`src/rtl/iob_prio_dec_pkg.sv`:
```
// Shared defaults and buffer-state encoding for the streaming priority decoder.
package iob_prio_dec_pkg;

  localparam int    IOB_PRIO_DEC_W     = 8;
  localparam string IOB_PRIO_DEC_MODE  = "LOW";
  localparam int    IOB_PRIO_DEC_CNT_W = 16;

  // Occupancy of the 2-entry skid buffer.
  typedef enum logic [1:0] {
    ST_EMPTY = 2'd0,
    ST_ONE   = 2'd1,
    ST_FULL  = 2'd2
  } buf_state_t;

endpackage

```
`src/rtl/iob_prio_dec_skid.sv`:
```
// Generic 2-entry valid/ready skid buffer with a registered ready output.
module iob_prio_dec_skid
  import iob_prio_dec_pkg::*;
#(
  parameter int DATA_W = 17
) (
  input  logic              clk_i,
  input  logic              cke_i,
  input  logic              rst_i,
  input  logic              in_valid_i,
  output logic              in_ready_o,
  input  logic [DATA_W-1:0] in_data_i,
  output logic              out_valid_o,
  input  logic              out_ready_i,
  output logic [DATA_W-1:0] out_data_o
);

  buf_state_t        r_state;
  buf_state_t        w_state_nx;
  logic [DATA_W-1:0] r_main;
  logic [DATA_W-1:0] r_skid;
  logic [DATA_W-1:0] w_main_nx;
  logic [DATA_W-1:0] w_skid_nx;
  logic              r_ready;
  logic              w_acc;
  logic              w_pop;

  assign w_acc       = in_valid_i && r_ready;
  assign w_pop       = (r_state != ST_EMPTY) && out_ready_i;
  assign in_ready_o  = r_ready;
  assign out_valid_o = (r_state != ST_EMPTY);
  assign out_data_o  = r_main;

  // Next-state and data steering: main holds the head beat, skid catches one extra.
  always_comb begin
    w_state_nx = r_state;
    w_main_nx  = r_main;
    w_skid_nx  = r_skid;
    case (r_state)
      ST_EMPTY: begin
        if (w_acc) begin
          w_state_nx = ST_ONE;
          w_main_nx  = in_data_i;
        end
      end
      ST_ONE: begin
        if (w_acc && w_pop) begin
          w_main_nx = in_data_i;
        end else if (w_acc) begin
          w_state_nx = ST_FULL;
          w_skid_nx  = in_data_i;
        end else if (w_pop) begin
          w_state_nx = ST_EMPTY;
        end
      end
      ST_FULL: begin
        if (w_pop) begin
          w_state_nx = ST_ONE;
          w_main_nx  = r_skid;
        end
      end
      default: w_state_nx = ST_EMPTY;
    endcase
  end

  // State and data registers; ready is precomputed so it never depends on out_ready_i.
  always_ff @(posedge clk_i) begin
    if (rst_i) begin
      r_state <= ST_EMPTY;
      r_ready <= 1'b1;
      r_main  <= '0;
      r_skid  <= '0;
    end else if (cke_i) begin
      r_state <= w_state_nx;
      r_ready <= (w_state_nx != ST_FULL);
      r_main  <= w_main_nx;
      r_skid  <= w_skid_nx;
    end
  end

endmodule

```
`src/rtl/iob_prio_dec.sv`:
```
// Streaming priority decoder: index in, registered one-hot plus priority mask out.
module iob_prio_dec
  import iob_prio_dec_pkg::*;
#(
  parameter int    W     = IOB_PRIO_DEC_W,
  parameter string MODE  = IOB_PRIO_DEC_MODE,
  parameter int    CNT_W = IOB_PRIO_DEC_CNT_W,
  localparam int   IDX_W = (W > 1) ? $clog2(W) : 1
) (
  input  logic             clk_i,
  input  logic             cke_i,
  input  logic             rst_i,
  input  logic             in_valid_i,
  output logic             in_ready_o,
  input  logic [IDX_W-1:0] in_encoded_i,
  input  logic             in_zero_i,
  output logic             out_valid_o,
  input  logic             out_ready_i,
  output logic [W-1:0]     out_onehot_o,
  output logic [W-1:0]     out_mask_o,
  output logic             out_range_err_o,
  output logic             err_sticky_o,
  output logic [CNT_W-1:0] count_o
);

  localparam bit IS_LOW = (MODE == "LOW");
  localparam int DATA_W = 2 * W + 1;

  // Packed as {err, mask, onehot} so the buffer stays a plain data pipe.
  function automatic logic [DATA_W-1:0] decode(input logic [IDX_W-1:0] idx,
                                               input logic             zero);
    logic [W-1:0] oh;
    logic [W-1:0] mk;
    logic         err;
    oh  = '0;
    mk  = '0;
    err = 1'b0;
    if (!zero) begin
      if (int'(idx) >= W) begin
        err = 1'b1;
      end else begin
        for (int k = 0; k < W; k++) begin
          oh[k] = (k == int'(idx));
          mk[k] = IS_LOW ? (k >= int'(idx)) : (k <= int'(idx));
        end
      end
    end
    return {err, mk, oh};
  endfunction

  logic [DATA_W-1:0] w_dec;
  logic [DATA_W-1:0] w_out_data;
  logic              w_in_ready;
  logic              w_out_valid;
  logic              w_acc;
  logic              w_pop;
  logic              r_err_sticky;
  logic [CNT_W-1:0]  r_count;

  assign w_dec = decode(in_encoded_i, in_zero_i);

  iob_prio_dec_skid #(
    .DATA_W(DATA_W)
  ) u_skid (
    .clk_i      (clk_i),
    .cke_i      (cke_i),
    .rst_i      (rst_i),
    .in_valid_i (in_valid_i),
    .in_ready_o (w_in_ready),
    .in_data_i  (w_dec),
    .out_valid_o(w_out_valid),
    .out_ready_i(out_ready_i),
    .out_data_o (w_out_data)
  );

  assign w_acc = in_valid_i && w_in_ready;
  assign w_pop = w_out_valid && out_ready_i;

  assign in_ready_o      = w_in_ready;
  assign out_valid_o     = w_out_valid;
  assign out_onehot_o    = w_out_data[W-1:0];
  assign out_mask_o      = w_out_data[2*W-1:W];
  assign out_range_err_o = w_out_data[2*W];
  assign err_sticky_o    = r_err_sticky;
  assign count_o         = r_count;

  // Sticky range error and wrapping count of completed output handshakes.
  always_ff @(posedge clk_i) begin
    if (rst_i) begin
      r_err_sticky <= 1'b0;
      r_count      <= '0;
    end else if (cke_i) begin
      if (w_acc && w_dec[2*W]) begin
        r_err_sticky <= 1'b1;
      end
      if (w_pop) begin
        r_count <= r_count + CNT_W'(1);
      end
    end
  end

endmodule

```
`config.mk`:
```
export PLATFORM = sky130hd
export DESIGN_NAME = iob_prio_dec
export DESIGN_NICKNAME = d
export VERILOG_FILES = /design/src/rtl/iob_prio_dec_pkg.sv /design/src/rtl/iob_prio_dec_skid.sv /design/src/rtl/iob_prio_dec.sv
export SDC_FILE = /design/constraint.sdc
export NUM_CORES = 1
export LEC_CHECK = 0
export ABC_CLOCK_PERIOD_IN_PS = 2050
export BUFFER_PORTS_ARGS = -buffer_cell sky130_fd_sc_hd__buf_2
export CAP_MARGIN = 20
export CELL_PAD_IN_SITES_DETAIL_PLACEMENT = 1
export CELL_PAD_IN_SITES_GLOBAL_PLACEMENT = 2
export CORE_ASPECT_RATIO = 1.75
export CORE_MARGIN = 5
export CORE_UTILIZATION = 34
export CTS_BUF_LIST = sky130_fd_sc_hd__clkbuf_4 sky130_fd_sc_hd__clkbuf_8
export CTS_CLUSTER_SIZE = 14
export DETAILED_ROUTE_END_ITERATION = 8
export GPL_ROUTABILITY_DRIVEN = 0
export PLACE_DENSITY_LB_ADDON = 0.05
export SLEW_MARGIN = 10
export SYNTH_ARGS = -nofsm -noshare
export SYNTH_HDL_FRONTEND = slang
export SYNTH_SLANG_ARGS = --single-unit
```
`constraint.sdc`:
```
create_clock -name clk_i -period 2.05 [get_ports clk_i]
set_clock_uncertainty 0.2 [all_clocks]
set_input_delay 0.41 -clock clk_i [delete_from_list [all_inputs] [get_ports clk_i]]
set_output_delay 0.41 -clock clk_i [all_outputs]
set_load 0.03 [all_outputs]
```
==> flow_results.org <==
** Status
- The run finished with clean final reports.

** Floorplan
- Core area :: 7131 um^2
- X dimension of the die :: 74.12 um
- After floorplanning, the core was divided into 41 placement rows.
- During I/O placement, the number of pins put on the boundary was 45.
- For this configuration, the core starts out at a cell density of 0.3430.
- Vertical die dimension :: 122.2 um
- Die Outline Area :: 9057 um^2

** Pwr
- In this run the static leakage power is 1.048 nW.
- VDD IR max :: 382.3 uV
- In this run the power density over the cells is 702.6 nW/um^2.

** Synth
- During synthesis, Yosys emitted a total of 0 warnings.
- The synthesized netlist occupies a cell area of 2446 um^2.
- Share of synthesized area occupied by flip-flops and latches :: 0.4174
- Proportion of synthesized flip-flops having asynchronous set or reset :: 0
- The cell count after synthesis came out at 284.
- The netlist uses 49 different library cells.
- A synthesized cell averages 8.613 um^2.
- Most used flip-flop cell after synthesis :: dfxtp_1
- Number of enable flip-flop cells after synthesis :: 0
- Number of synthesized register bits :: 51

** Clock network
- Post-CTS Hold Fix Bufs :: 0
- TritonCTS built the clock tree.
- Maximum clock insertion buffer count :: 2
- The later pin in the worst-skew pair is clocked with a latency of 0.31 ns.
- The H-tree was split into 2 levels.
- Root Driver :: clkbuf_8
- CTS Buf Count :: 5
- Clock-pin slew reported for the worst setup and hold paths after clock tree synthesis :: 0.10 ns
- Counting every sink on the clock net gives 51.

** GRT
- Global-route wire length before repair :: 11,470 um
- Initial antenna violation count :: 0
- In the global route stage, overall resource usage came out at 0.1630.
- After global routing the overflow that remains totals 0.
- The number of global-route vias before repair is 2,274.
- Entering global routing, the biggest net connects 28 pins.

** Cells and area
- Once layout is complete, the utilization of the core stands at 0.4039.
- Ratio of cells with drive above 1 in the final layout :: 0.2492
- Signed area change from the synthesized netlist to the final layout :: 17.75%
- The count of cells in the finished layout, fillers not included, comes to 407.
- The library cell used most frequently in the layout, excluding fill and tap cells, is dfxtp_1.
- Number of antenna repair diodes :: 0
- After routing the design area is 2880 um^2.
- The top cell types in the final layout, fill and taps aside, are 50 x dfxtp_1, 42 x buf_2, 35 x nand2_1, 29 x a21oi_1, 28 x nor2_1.
- Final net count :: 331

** Route
- After detailed routing, the number of remaining DRC violations is 0.
- Pre-Repair DR Iteration Count :: 4
- Vias post-DR :: 2,172
- The routed design has 6783 um of wire.
- For this block, the initial DRC count from the detailed router was 59.
- Routed len/inst :: 16.67 um
- The count of nets left with antenna violations once routing finished came out at 0.
- Vias per std cell :: 5.337

** STA
- Setup repair after global routing missed its margin :: false
- Worst slew slack as a fraction of its limit :: 0.6410
- Final WS setup :: 0.08364 ns
- Dividing the final minimum period by the clock period gives 0.9592.
- The hold violation count in the final report was 0.
- Timing-limited maximum frequency :: 508.6 MHz
- Final critical delay including setup and external delays :: 1.966 ns
- After routing, the total negative slack on setup checks comes to 0 ns.
- Worst Tran Pin Value :: 0.5362 ns
- # setup viols final :: 0
- Final count of pins violating max slew :: 0

** Worst setup path
- Startpoint-to-endpoint class of the critical path :: register to register
- Data on the critical path arrives at its endpoint at 2.01 ns.
- Crit end category :: register
- Data required time at the worst endpoint :: 2.10 ns
- Critical path's largest stage delay :: 0.60 ns
- Among all stages on the critical path, the largest delay is contributed by or4_4.
- The worst setup path is launched from a register.
- Cell-by-cell trace of the critical path :: nand4_1 > or4_4 > or3_1 > a21oi_1
- Critical-path maximum fanout :: 4

** Placement
- Count of input and output buffers :: 42
- Prior to clock tree synthesis, the placed netlist has a worst setup slack of 0.1082 ns.
- Post-Place Cells :: 400
- Area after detailed placement :: 2768 um^2
- Detailed Place HPWL :: 4864 um

** Hold path
- Tightest Hold Check Type :: input port to register

** Flow run
- Max-cap violations in this run came to 0.
[final timing paths]
path	startpoint	depth (start not counted)	slack [ns]	endpoint
min	in_zero_i	2	0.23	u_skid.r_skid[15]$_SDFFE_PP0P_
max	count_o[9]$_SDFFE_PP0P_	4	0.08	count_o[13]$_SDFFE_PP0P_
max reg2reg	count_o[9]$_SDFFE_PP0P_	4	0.08	count_o[13]$_SDFFE_PP0P_
min reg2reg	u_skid.r_skid[2]$_SDFFE_PP0P_	2	0.28	u_skid.out_data_o[2]$_SDFFE_PP0P_
[synth_stat cells (2+ instances only)]
master | number | area, um^2
buf_4 | 4 | 30.03
dfxtp_1 | 51 | 1021
and2_1 | 5 | 31.28
inv_1 | 5 | 18.77
nand2_1 | 35 | 131.4
nor4_1 | 6 | 37.54
nor4bb_1 | 2 | 20.02
nor3_1 | 3 | 15.01
o31ai_1 | 2 | 15.01
nand3_1 | 4 | 20.02
clkbuf_1 | 16 | 60.06
nor2_1 | 28 | 105.1
xnor2_1 | 8 | 70.07
a311oi_1 | 6 | 52.55
nand2b_1 | 6 | 37.54
nor4b_1 | 4 | 35.03
a211oi_2 | 3 | 37.54
mux2i_1 | 12 | 120.1
buf_2 | 5 | 25.02
a21oi_1 | 29 | 145.1
o21ai_0 | 8 | 40.04
xor2_1 | 3 | 26.28
nand4_1 | 5 | 31.28
a311oi_2 | 6 | 90.09
buf_6 | 2 | 22.52
or4_1 | 2 | 15.01
a211oi_1 | 2 | 15.01
[kinds of logic after synthesis]
family	Yosys count	share of synthesized area
other	1	0.001533
AOI/OAI and AO/OA	64	0.1877
adders and majority gates	1	0.005114
and+or+nand+nor	112	0.2358
buffers and inverters	32	0.06394
xor gates and xnor gates	11	0.03939
DFF	51	0.4174
muxes	12	0.04911
[state kept, by name (all words and copies together) (netlist names)]
register / flops
u_skid.r_state: 2
u_skid.in_ready_o: 1
count_o: 16
u_skid.out_data_o: 16
u_skid.r_skid: 16
[worst max-delay path, delay by kind of cell (launching register included)]
kind,cells,cell delay [ns]
flip-flops,1,0.37
AND/OR/NAND/NOR,3,1.20
AO/OA/AOI/OAI,1,0.14
[report_power, final]
part | switching [mW] | internal (mW) | total, mW | leakage, nW
Sequential | 0.0188 | 1.02 | 1.04 | 0.414
Clock | 0.333 | 0.372 | 0.704 | 0.0547
Combinational | 0.189 | 0.0922 | 0.281 | 0.579
Total | 0.540 | 1.48 | 2.02 | 1.05
[per-stage QoR]
step	power [mW]	hold WS [ns]
after global placement	1.346	0.2592
after detailed placement	1.348	0.2642
after global routing	2.121	0.2479
final	2.024	0.2322
after floorplan	1.268	0.2506
after CTS	2.069	0.2218
[repair_timing]
action | 4_1_cts | 5_1_grt
resized for setup | 0 | 1
buffers inserted | 0 | 0
hold endpoints to repair | 0 | 0
endpoints found under the setup margin | 0 | 1
[metal layers]
metal  vias to the layer above  global-route usage  part of all wire
met1                      1064              0.1702              0.38
met3                         8             0.02725             0.032
met2                        28              0.3161              0.58
met4                         0             0.05102             0.014
li1                       1072                   -                 -
met5                         -                   0                 0
[cell type report]
class | instances | area, um^2
clock inverters | 1 | 30.03
multi-input cells | 202 | 1285
inverters | 5 | 18.77
repair buffers | 56 | 340.3
well taps | 86 | 107.6
flip-flops and latches | 51 | 1022
fillers | 876 | 4250
clock buffers | 6 | 76.32
Note: power is estimated with default switching activity, not from simulation.
